[src/rtl/regfile_port_arbiter_pkg.sv]
// regfile_port_arbiter_pkg: shared widths, the x0 index and packed-slice helpers
package regfile_port_arbiter_pkg;
    localparam int XLEN = 32;
    localparam int IDX_W = 5;
    localparam logic [IDX_W-1:0] ZERO_REG = 5'd0;
    localparam int PACK_W = 256;
    function automatic logic [IDX_W-1:0] idx_slice(input logic [PACK_W-1:0] v, input int i);
        return v[i*IDX_W +: IDX_W];
    endfunction
    function automatic logic [XLEN-1:0] data_slice(input logic [PACK_W-1:0] v, input int i);
        return v[i*XLEN +: XLEN];
    endfunction
endpackage

[src/rtl/regfile_port_arbiter_rr_arbiter.sv]
// rr_arbiter: round-robin one-hot arbiter; the pointer moves past each granted slot
module rr_arbiter #(
    parameter int N = 4,
    parameter int ID_W = 2
) (
    input  logic            clk,
    input  logic            rst,
    input  logic [N-1:0]    req,
    input  logic            advance,
    output logic [N-1:0]    gnt,
    output logic [ID_W-1:0] gnt_id
);
    logic [ID_W-1:0] ptr;
    logic found;
    always_comb begin
        gnt = '0;
        gnt_id = '0;
        found = 1'b0;
        for (int k = 0; k < N; k++) begin
            if (!found && req[(int'(ptr) + k) % N]) begin
                found = 1'b1;
                gnt[(int'(ptr) + k) % N] = 1'b1;
                gnt_id = ID_W'((int'(ptr) + k) % N);
            end
        end
    end
    always_ff @(posedge clk or posedge rst) begin
        if (rst)
            ptr <= '0;
        else if (advance && found)
            ptr <= (int'(gnt_id) == N - 1) ? '0 : gnt_id + 1'b1;
    end
endmodule

[src/rtl/regfile_port_arbiter.sv]
// regfile_port_arbiter: shares the register file read/write ports among dispatch and commit,
// with same-cycle write-to-read forwarding and x0 protection
module regfile_port_arbiter
    import regfile_port_arbiter_pkg::*;
#(
    parameter int NUM_RD = 4,
    parameter int NUM_WR = 2,
    parameter int XLEN = regfile_port_arbiter_pkg::XLEN,
    parameter int IDX_W = regfile_port_arbiter_pkg::IDX_W,
    parameter int ID_W = 2
) (
    input  logic                      clk,
    input  logic                      rst,
    input  logic [NUM_RD-1:0]         rd_req,
    input  logic [NUM_RD*IDX_W-1:0]   rd_idx,
    output logic [NUM_RD-1:0]         rd_gnt,
    output logic                      rsp_valid,
    output logic [ID_W-1:0]           rsp_id,
    output logic [XLEN-1:0]           rsp_data,
    output logic                      rsp_vld,
    input  logic [NUM_WR-1:0]         wr_req,
    input  logic [NUM_WR*IDX_W-1:0]   wr_idx,
    input  logic [NUM_WR*XLEN-1:0]    wr_data,
    output logic [NUM_WR-1:0]         wr_gnt,
    output logic                      rf_write_en,
    output logic [IDX_W-1:0]          rf_write_idx,
    output logic [XLEN-1:0]           rf_write_data,
    output logic                      rf_read_en,
    output logic [IDX_W-1:0]          rf_read_idx,
    input  logic [XLEN-1:0]           rf_read_data,
    input  logic                      rf_read_valid
);
    logic [ID_W-1:0] rd_id;
    logic [IDX_W-1:0] rd_sel_idx, wr_sel_idx;
    logic [XLEN-1:0] wr_sel_data, fwd_data, hold_data, cur_data;
    logic wr_any, fwd_hit, pend, pend_zero, pend_fwd, hold_vld, cur_vld;

    rr_arbiter #(.N(NUM_RD), .ID_W(ID_W)) u_rd_arb (
        .clk(clk), .rst(rst), .req(rd_req), .advance(1'b1), .gnt(rd_gnt), .gnt_id(rd_id)
    );

    always_comb begin
        rd_sel_idx = ZERO_REG;
        for (int i = 0; i < NUM_RD; i++)
            if (rd_gnt[i]) rd_sel_idx = idx_slice(PACK_W'(rd_idx), i);
    end

    // Descending scan so the lowest-index requester overwrites and wins
    always_comb begin
        wr_gnt = '0;
        wr_sel_idx = ZERO_REG;
        wr_sel_data = '0;
        for (int i = NUM_WR - 1; i >= 0; i--) begin
            if (wr_req[i]) begin
                wr_gnt = '0;
                wr_gnt[i] = 1'b1;
                wr_sel_idx = idx_slice(PACK_W'(wr_idx), i);
                wr_sel_data = data_slice(PACK_W'(wr_data), i);
            end
        end
    end

    assign wr_any = |wr_req;
    assign rf_write_en = wr_any && wr_sel_idx != ZERO_REG;
    assign rf_write_idx = wr_sel_idx;
    assign rf_write_data = wr_sel_data;
    assign rf_read_en = |rd_gnt;
    assign rf_read_idx = rd_sel_idx;
    // The register file samples pre-write contents, so a colliding write must be bypassed
    assign fwd_hit = rf_read_en && rf_write_en && rd_sel_idx == wr_sel_idx;

    assign cur_data = pend_zero ? '0 : pend_fwd ? fwd_data : rf_read_data;
    assign cur_vld = pend_zero || pend_fwd || rf_read_valid;
    assign rsp_valid = pend;
    assign rsp_data = pend ? cur_data : hold_data;
    assign rsp_vld = pend ? cur_vld : hold_vld;

    always_ff @(posedge clk or posedge rst) begin
        if (rst) begin
            pend <= 1'b0;
            pend_zero <= 1'b0;
            pend_fwd <= 1'b0;
            fwd_data <= '0;
            rsp_id <= '0;
            hold_data <= '0;
            hold_vld <= 1'b0;
        end else begin
            pend <= rf_read_en;
            if (rf_read_en) begin
                rsp_id <= rd_id;
                pend_zero <= rd_sel_idx == ZERO_REG;
                pend_fwd <= fwd_hit;
            end
            if (fwd_hit) fwd_data <= wr_sel_data;
            if (pend) begin
                hold_data <= cur_data;
                hold_vld <= cur_vld;
            end
        end
    end
endmodule

[config.mk]
export PLATFORM = sky130hd
export DESIGN_NAME = regfile_port_arbiter
export DESIGN_NICKNAME = d
export VERILOG_FILES = /design/src/rtl/regfile_port_arbiter_pkg.sv /design/src/rtl/regfile_port_arbiter_rr_arbiter.sv /design/src/rtl/regfile_port_arbiter.sv
export SDC_FILE = /design/constraint.sdc
export NUM_CORES = 1
export LEC_CHECK = 0
export ABC_AREA = 1
export CAP_MARGIN = 10
export CORE_MARGIN = 2
export CORE_UTILIZATION = 30
export DETAILED_ROUTE_END_ITERATION = 10
export DONT_BUFFER_PORTS = 1
export GPL_ROUTABILITY_DRIVEN = 0
export GPL_TIMING_DRIVEN = 0
export PLACE_DENSITY_LB_ADDON = 0.1
export SYNTH_ARGS = -nofsm -noshare
export SYNTH_HDL_FRONTEND = slang
export SYNTH_SLANG_ARGS = --single-unit
[constraint.sdc]
create_clock -name clk -period 6.66 [get_ports clk]
set_clock_uncertainty 0.05 [all_clocks]
set_input_delay 0.666 -clock clk [delete_from_list [all_inputs] [get_ports clk]]
set_output_delay 0.666 -clock clk [all_outputs]
set_load 0.05 [all_outputs]
# After elaboration in Yosys (flattened, before gate mapping)
# Cells that the tools add are included.
[word_totals]
inputBits = 135
regBits = 72
mem_bits_ro = 0
output_inout_bits = 86
mem_count = 0
ramBits = 0
latchBits = 0
[op_classes]
mux = 46
eq_ne = 2
n_reduce_logical = 22
n_div = 0
addsub = 4
order_cmp = 8
mul = 0
bitwise_logic = 6
n_shift = 0
[ops]
columns = ["cell", "count"]
rows = [
  ["$mux W32", 5],
  ["$mux W5", 6],
  ["$mux W1", 16],
  ["$mux W4", 4],
  ["$mux W2", 7],
  ["$lt A3 B4 Y1 const B", 3],
  ["$or A4 B4 Y4", 3],
  ["$logic_and A1 B1 Y1", 10],
  ["$ge A3 B1 Y1 const B", 3],
  ["$bmux W1 S2", 4],
  ["$demux W1 S2", 4],
  ["$reduce_or A2 Y1", 4],
  ["$eq A5 B5 Y1", 1],
  ["$logic_not A5 Y1", 1],
  ["$reduce_bool A5 Y1", 1],
  ["$add A2 B1 Y2 const B", 2],
  ["$add A2 B2 Y2 const B", 2],
  ["$reduce_or A4 Y1", 1],
  ["$and A1 B1 Y1 const A", 3],
  ["$logic_not A1 Y1", 3],
  ["$lt A2 B3 Y1 const B", 1],
  ["$eq A2 B1 Y1 const B", 1],
  ["$ge A2 B1 Y1 const B", 1],
  ["$logic_or A1 B1 Y1", 2],
]

# Logic depth before layout (Yosys ltp)
# Gate-level depths: netlist of the first run.
[logic_depth]
word_depth = 20
depth_mapped = 23
ltp_nobuf = 20

# Modules after synthesis
# Synthesis of the first run repeated with hierarchy kept, for this count alone.
[unflattened]
cells_unflattened = 565
hier_area_um2 = 4374.2
[modules_own_cells]
columns = ["mod", "seq_area_each_um2", "area_each_um2", "cells_each", "n_inst"]
rows = [
  ["regfile_port_arbiter", 1751.7, 3741.1, 473, 1],
  ["rr_arbiter", 50.0, 633.1, 92, 1],
]

# Worst setup path after synthesis of the first run
# No wires, ideal clock.
[synth_path]
kind = "register -> output"
startpoint = "register pend, in the netlist rsp_valid"
endpoint = "output port rsp_data[22]"
path_stages_with_launch = 6
required_time_ps = 5944
arrival_ps = 2508
path_buffers = 1
path_slack_ps = 3436
cell_sequence = "dfrtp_1 > inv_1 > nor2_1 > clkbuf_1 > o21ai_0 > o21ai_0"
[synth_via]
elab_chain_cells = 1
[synth_lines]
columns = ["item", "line_no", "text"]
rows = [
  ["start: declaration", "regfile_port_arbiter.sv:36", "logic wr_any, fwd_hit, pend, pend_zero, pend_fwd, hold_vld, cur_vld;"],
  ["start signal: assignment", "regfile_port_arbiter.sv:88", "pend <= rf_read_en;"],
  ["$mux W32", "-", ""],
  ["end: declaration", "regfile_port_arbiter.sv:19", "output logic [XLEN-1:0] rsp_data,"],
]
# Every way passes these cells.

# Worst setup path in the final report of the first run
[layout_path]
startpoint = "register u_rd_arb.ptr[1]"
endpoint = "output port rf_read_en"
[layout_via]
elab_chain_cells = 14
elab_cells_between_ends = 57
[layout_lines]
columns = ["item", "line_no", "text"]
rows = [
  ["start: declaration", "regfile_port_arbiter_rr_arbiter.sv:13", "logic [ID_W-1:0] ptr;"],
  ["start signal: assignment", "regfile_port_arbiter_rr_arbiter.sv:31", "ptr <= (int'(gnt_id) == N - 1) ? '0 : gnt_id + 1'b1;"],
  ["$add A2 B1 Y2", "regfile_port_arbiter_rr_arbiter.sv:20, regfile_port_arbiter_rr_arbiter.sv:22", ""],
  ["$reduce_or A2 Y1 (no source line)", "-", ""],
  ["$and A1 B1 Y1 (no source line)", "-", ""],
  ["$lt A3 B4 Y1 (not written as such) or $ge A3 B1 Y1 (tied branches)", "regfile_port_arbiter_rr_arbiter.sv:22", "gnt[(int'(ptr) + k) % N] = 1'b1;"],
  ["$logic_and A1 B1 Y1 (not written as such)", "regfile_port_arbiter_rr_arbiter.sv:22", ""],
  ["$mux W1 (not written as such)", "regfile_port_arbiter_rr_arbiter.sv:22", ""],
  ["$demux W1 S2", "-", ""],
  ["$or A4 B4 Y4 (no source line)", "-", ""],
  ["$mux W4", "regfile_port_arbiter_rr_arbiter.sv:20", "if (!found && req[(int'(ptr) + k) % N]) begin"],
  ["$or A4 B4 Y4 (no source line)", "-", ""],
  ["$mux W4", "regfile_port_arbiter_rr_arbiter.sv:20", ""],
  ["$or A4 B4 Y4 (no source line)", "-", ""],
  ["$mux W4 *", "regfile_port_arbiter_rr_arbiter.sv:20", ""],
  ["net rd_gnt[0]", "regfile_port_arbiter.sv:16", "output logic [NUM_RD-1:0] rd_gnt,"],
  ["$reduce_or A4 Y1 *", "regfile_port_arbiter.sv:67", "assign rf_read_en = |rd_gnt;"],
  ["end: declaration", "regfile_port_arbiter.sv:28", "output logic rf_read_en,"],
]
# Mark *: on every way through the listed nets, which the timed path passes. The rest lies on a longest branch. The select of a mux whose other input is x is not followed.

==> run_results.csv, run 1 <==
group,metric,value,unit
cells_and_area,nets,751,
yosys,synth-seq-area-share,41.4,%
global_routing,grt_pass1_wl,23.0,mm
detailed_routing,drc,0,
clock_network,insertion_delay,0.33,ns
detailed_routing,drtAntennaViolNets,0,
placement,postPlaceCellArea,0.00486,mm2
cells_and_area,area_growth,19.8,%
sta,hold_viol,0,
worst_setup_path,crit_family,"simple AND/OR/NAND/NOR gates",
detailed_routing,routed_wl,14.5,mm
global_routing,grt_max_degree,47,
clock_network,cts_tree,"built",
sta,tightest_slew,1.09,ns
worst_setup_path,worst_setup_path_end_kind,"output port",
floorplan,core,0.0144,mm2
sta,min_period,3.90,ns
yosys,ys_seq_elements,72,
sta,rsz0062_at_grt,"no",
cells_and_area,fill_cells,1526,
cells_and_area,diodes,0,
worst_setup_path,worst_ep_arrival_time,3.18,ns
detailed_routing,via_per_inst,5.07,
clock_network,cts.sink_count,72,
sta,slew_violations,0,
placement,dp_cells,782,
floorplan,die_height,124,um
floorplan,ios,221,
yosys,netlist_instances,550,
worst_setup_path,worstSetupPathType,"reg -> out",
clock_network,htree_levels,3,
floorplan,rows,44,
yosys,synth_edf_count,0,
clock_network,cts_inserted_buffers,9,
placement,place.port_buffers,0,
detailed_routing,drt_first_pass_iters,4,
clock_network,holdBufCountCts,0,
global_routing,grt-ovfl-total,0,
global_routing,antenna_found_initial,0,
yosys,async_flop_share,100,%
clock_network,ctsRootBufferMaster,"clkbuf_16",
yosys,synthDistinctLibCells,38,
sta,hold_ws,0.144,ns
run,maxCapViolations,0,
detailed_routing,routedWlPerCell,18.2,um
worst_setup_path,cp_max_fo,8,
yosys,synth_top_area_share,41.4,%
clock_network,cts_max_path_buffers,2,
sta,clock.fmax,0.257,GHz
placement,dpl.hpwl,11.3,mm
yosys,syn-num-nets,692,
floorplan,start_util,30.3,%
floorplan,die_area,0.0155,mm2
sta,post-route-period-util,58.5,%
worst_hold_path,min_path_type,"in -> async",
yosys,synth_area_leaders,"dfrtp_1 (41%), nand2_1 (13%), o21ai_0 (7.7%)",
sta,tns,0,ns
cells_and_area,drive_gt1_share,15.3,%
global_routing,grt_pass1_vias,4178,
yosys,synth_largest_area_cell,"dfrtp_1",
worst_setup_path,path_buf_inv,3,
yosys,avgSynthCellArea,7.91,um2
yosys,syn_area,0.00435,mm2
yosys,synthFlopType,"dfrtp_1",
detailed_routing,drt_iter0_markers,212,
worst_setup_path,worstPathCellList,"inv_2 > ha_1 > inv_1 > nand3_1 > nand2_2 > nor2_4 > a21boi_1 > nand3_2 > inv_1 > nand3_1",
cells_and_area,final_cells,798,
run_status,status,"finished clean",
detailed_routing,vias,4044,
worst_setup_path,ff2ff_setup_slack,3.02,ns
clock_network,post_cts_resize_count,0,
yosys,synth.yosys.warnings,0,
clock_network,clkSlewWorstSetupHoldPaths,0.06,ns
global_routing,grtUsageTotal,18.9,%
worst_setup_path,cp.required,5.94,ns
floorplan,die-width,124,um
worst_setup_path,crit_slowest_cell,"nand3_1",
sta,slew_headroom,27.4,%
sta,setup_violations,0,
clock_network,post_cts_buffers,0,
worst_setup_path,crit_path_start_kind,"flip-flop",
cells_and_area,fin_area,0.00521,mm2
worst_setup_path,max_stage_delay,0.66,ns
==> worst reg2reg max path: cells and delay by family (launching register included) <==
kind | cells | cell delay, ns
compound gates | 1 | 0.15
fa+ha+maj | 1 | 0.36
buf+inv | 3 | 0.46
flops | 1 | 0.57
simple gates | 14 | 1.97
==> final cells by class <==
class | count | area [um2] | share of cell area [%]
plain buffers | 33 | 199 | 3.82
clock buffers | 10 | 239 | 4.58
clock inverters | 6 | 115 | 2.21
inverters | 30 | 120 | 2.30
multi-input cells | 415 | 2230 | 42.8
flip-flops and latches | 72 | 1800 | 34.6
well taps | 184 | 230 | 4.42
repair buffers | 48 | 275 | 5.28
==> final timing paths <==
path / startpoint / to / cells after the start
max reg2reg: u_rd_arb.ptr[1] / fwd_data[26] / 19
max in group asynchronous: rst / hold_data[14] / 2
min reg2reg: fwd_data[27] / fwd_data[27] / 2
min in group clk: fwd_data[27] / fwd_data[27] / 2
max: u_rd_arb.ptr[1] / rf_read_en / 10
min: rst / rsp_valid / 1
==> cells in the final DEF, fill, tap and decap left out, types with 20 or more instances in the layout <==
| cell type | instances |
|---|---|
| a22o_1 | 34 |
| buf_1 | 29 |
| buf_4 | 20 |
| dfrtp_1 | 72 |
| inv_1 | 22 |
| nand2_1 | 153 |
| nand3_1 | 52 |
| nor2_1 | 39 |
| o21ai_0 | 35 |
| o21ai_1 | 33 |
==> state kept, by name, indices dropped and copies added (netlist names), named ones only <==
signal / flops
rsp_id: 2
u_rd_arb.ptr: 1
rsp_valid: 1
fwd_data: 32
pend_zero: 1
hold_vld: 1
pend_fwd: 1
hold_data: 32
==> cells by family after synthesis <==
group / after synthesis / synth area share, %
multiplexers: 1 / 0.259
AO/OA/AOI/OAI: 127 / 18.9
XOR/XNOR: 1 / 0.201
flip-flops: 72 / 41.4
buffers and inverters: 63 / 7.27
adder cells (fa/ha/maj): 7 / 2.01
AND/OR/NAND/NOR: 279 / 30.0
==> cell usage after synthesis, types with 4 or more instances <==
cell type and count:
a22o_1 34, dfrtp_1 72, ha_1 7, inv_2 4, nand3_1 52, a21oi_1 8, inv_1 23, nand4_1 5
a21oi_2 7, o21ai_0 67, nor2_4 4, clkbuf_1 19, nand2_1 153, nor2_1 39, nand2_2 13, buf_6 9
==> per-stage QoR <==
| step | setup slack (ns) | utilization (%) |
|---|---|---|
| after floorplan | 3.44 | - |
| after global placement | 2.71 | 31.9 |
| after detailed placement | 2.98 | 33.8 |
| after CTS | 2.70 | 36.3 |
| after global routing | 2.46 | 36.3 |
| final | 2.76 | 36.3 |
==> metal layers <==
layer	vias to the layer above	global-route usage (%)	wire [um]
li1	1970	-	-
met1	1925	23.5	6220
met2	140	32.2	7150
met3	9	5.20	1040
met4	0	4.76	127
met5	-	0	0
Power of run 1 is not shown: default switching activity piles up to over one toggle a cycle in this logic, so the estimate is an artifact.
==> run 2: changes to the inputs <==
Clock period 6.66 ns to 3.4 ns, I/O delays scaled along.
==> run_results.csv, run 2 (synthesized netlist as in run 1, its figures left out) <==
group,metric,value,unit
run_status,status,"finished clean",
floorplan,die_height,124,um
global_routing,grtUsageTotal,19.0,%
clock_network,ctsRootBufferMaster,"clkbuf_16",
clock_network,htree_levels,3,
cells_and_area,final_common_cell,"nand2_1",
floorplan,ios,221,
sta,tightest_slew,1.09,ns
floorplan,core,0.0144,mm2
detailed_routing,drtAntennaViolNets,0,
placement,pre_cts_ws,-0.278,ns
worst_setup_path,crit_path_start_kind,"flip-flop",
clock_network,cts_tree,"built",
sta,clock.fmax,0.314,GHz
sta,setup_violations,0,
sta,min_period,3.19,ns
sta,post-route-period-util,93.7,%
cells_and_area,multiInputGateArea,0.00239,mm2
cells_and_area,drive_gt1_share,20.1,%
global_routing,grt_pass1_vias,4219,
placement,place.port_buffers,0,
worst_setup_path,worst_setup_path_end_kind,"output port",
clock_network,cts.sink_count,72,
worst_setup_path,worstSetupPathType,"reg -> out",
detailed_routing,drt_iter0_markers,244,
sta,slew_violations,0,
clock_network,clkSlewWorstSetupHoldPaths,0.06,ns
detailed_routing,vias,4105,
cells_and_area,reg.largest.list,"fwd_data (32), hold_data (32), rsp_id (2)",
global_routing,antenna_found_initial,0,
worst_setup_path,cp_max_fo,10,
floorplan,rows,44,
floorplan,start_util,30.3,%
worst_setup_path,worst_ep_arrival_time,2.80,ns
worst_setup_path,cp.required,3.01,ns
clock_network,cts_max_path_buffers,2,
sta,slew_headroom,27.1,%
clock_network,cts_inserted_buffers,9,
placement,dpl.hpwl,11.3,mm
sta,rsz0062_at_grt,"no",
floorplan,die_area,0.0155,mm2
cells_and_area,nets,758,
sta,hold_viol,0,
cells_and_area,area_growth,24.8,%
detailed_routing,drc,0,
floorplan,die-width,124,um
detailed_routing,routed_wl,14.8,mm
global_routing,grt-ovfl-total,0,
detailed_routing,routedWlPerCell,18.4,um
clock_network,insertion_delay,0.33,ns
global_routing,grt_pass1_wl,23.2,mm
cells_and_area,layout_common_cells,"nand2_1 (149), dfrtp_1 (70), nand3_1 (50)",
global_routing,grt_max_degree,47,
cells_and_area,register_area,0.00180,mm2
cells_and_area,fill_cells,1523,
worst_setup_path,ff2ff_setup_slack,0.23,ns
detailed_routing,via_per_inst,5.10,
worst_hold_path,min_path_type,"in -> reg",
run,maxCapViolations,0,
sta,setup_ws,0.213,ns
detailed_routing,drt_first_pass_iters,4,
cells_and_area,diodes,0,
==> run 2: worst paths after layout <==
check                                  end         start  cells past startpoint
max in group asynchronous     fwd_data[20]           rst                      3
hold reg to reg               fwd_data[27]  fwd_data[27]                      2
hold / removal             u_rd_arb.ptr[1]     rd_req[1]                      5
setup reg to reg              fwd_data[29]     flip-flop                     21
setup / recovery               rsp_data[7]     rsp_valid                      5
min in group asynchronous        rsp_valid           rst                      2
==> run 2: area by class of cell <==
cell class / instances / share of cell area, %
Buffer: 33 / 3.71
Timing Repair Buffer: 55 / 6.04
Clock inverter: 6 / 2.12
Clock buffer: 10 / 4.40
Inverter: 30 / 2.30
Multi-Input combinational cell: 415 / 44.0
Sequential cell: 72 / 33.2
Tap cell: 184 / 4.24
==> run 2: stage by stage <==
step	setup TNS (ns)	cells	cell area (um2)	utilization, %	hold slack, ns
CTS	0	802	5300	36.9	0.311
global placement	-11.06	734	4580	31.9	0.416
floorplan	0	550	4350	-	0.394
global route	0	805	5430	37.8	0.342
finish	0	805	5430	37.8	0.317
detailed placement	-8.90	782	4860	33.8	0.181
==> run 2: critical path, cell delays in order, from the launching register on <==
cell	delay (ns)
dfrtp_1	0.67
inv_1	0.24
nor2_1	0.32
clkbuf_1	0.41
o21ai_0	0.27
o21ai_2	0.55
==> run 2: repair_timing <==
action,in CTS,in global routing
resized for setup,14,25
gates cloned,0,1
setup endpoints to repair,45,44
hold buffers,1,0
buffers inserted,3,2
hold endpoints to repair,26,0
pin swaps,3,13
==> run 2: layer usage <==
| layer | part of all wire [%] | GRT usage, % |
|---|---|---|
| met5 | 0 | 0 |
| met4 | 0.83 | 4.76 |
| met3 | 6.6 | 5.20 |
| met2 | 49 | 32.6 |
| met1 | 43 | 23.7 |
Power of run 2 is left out for the same reason.
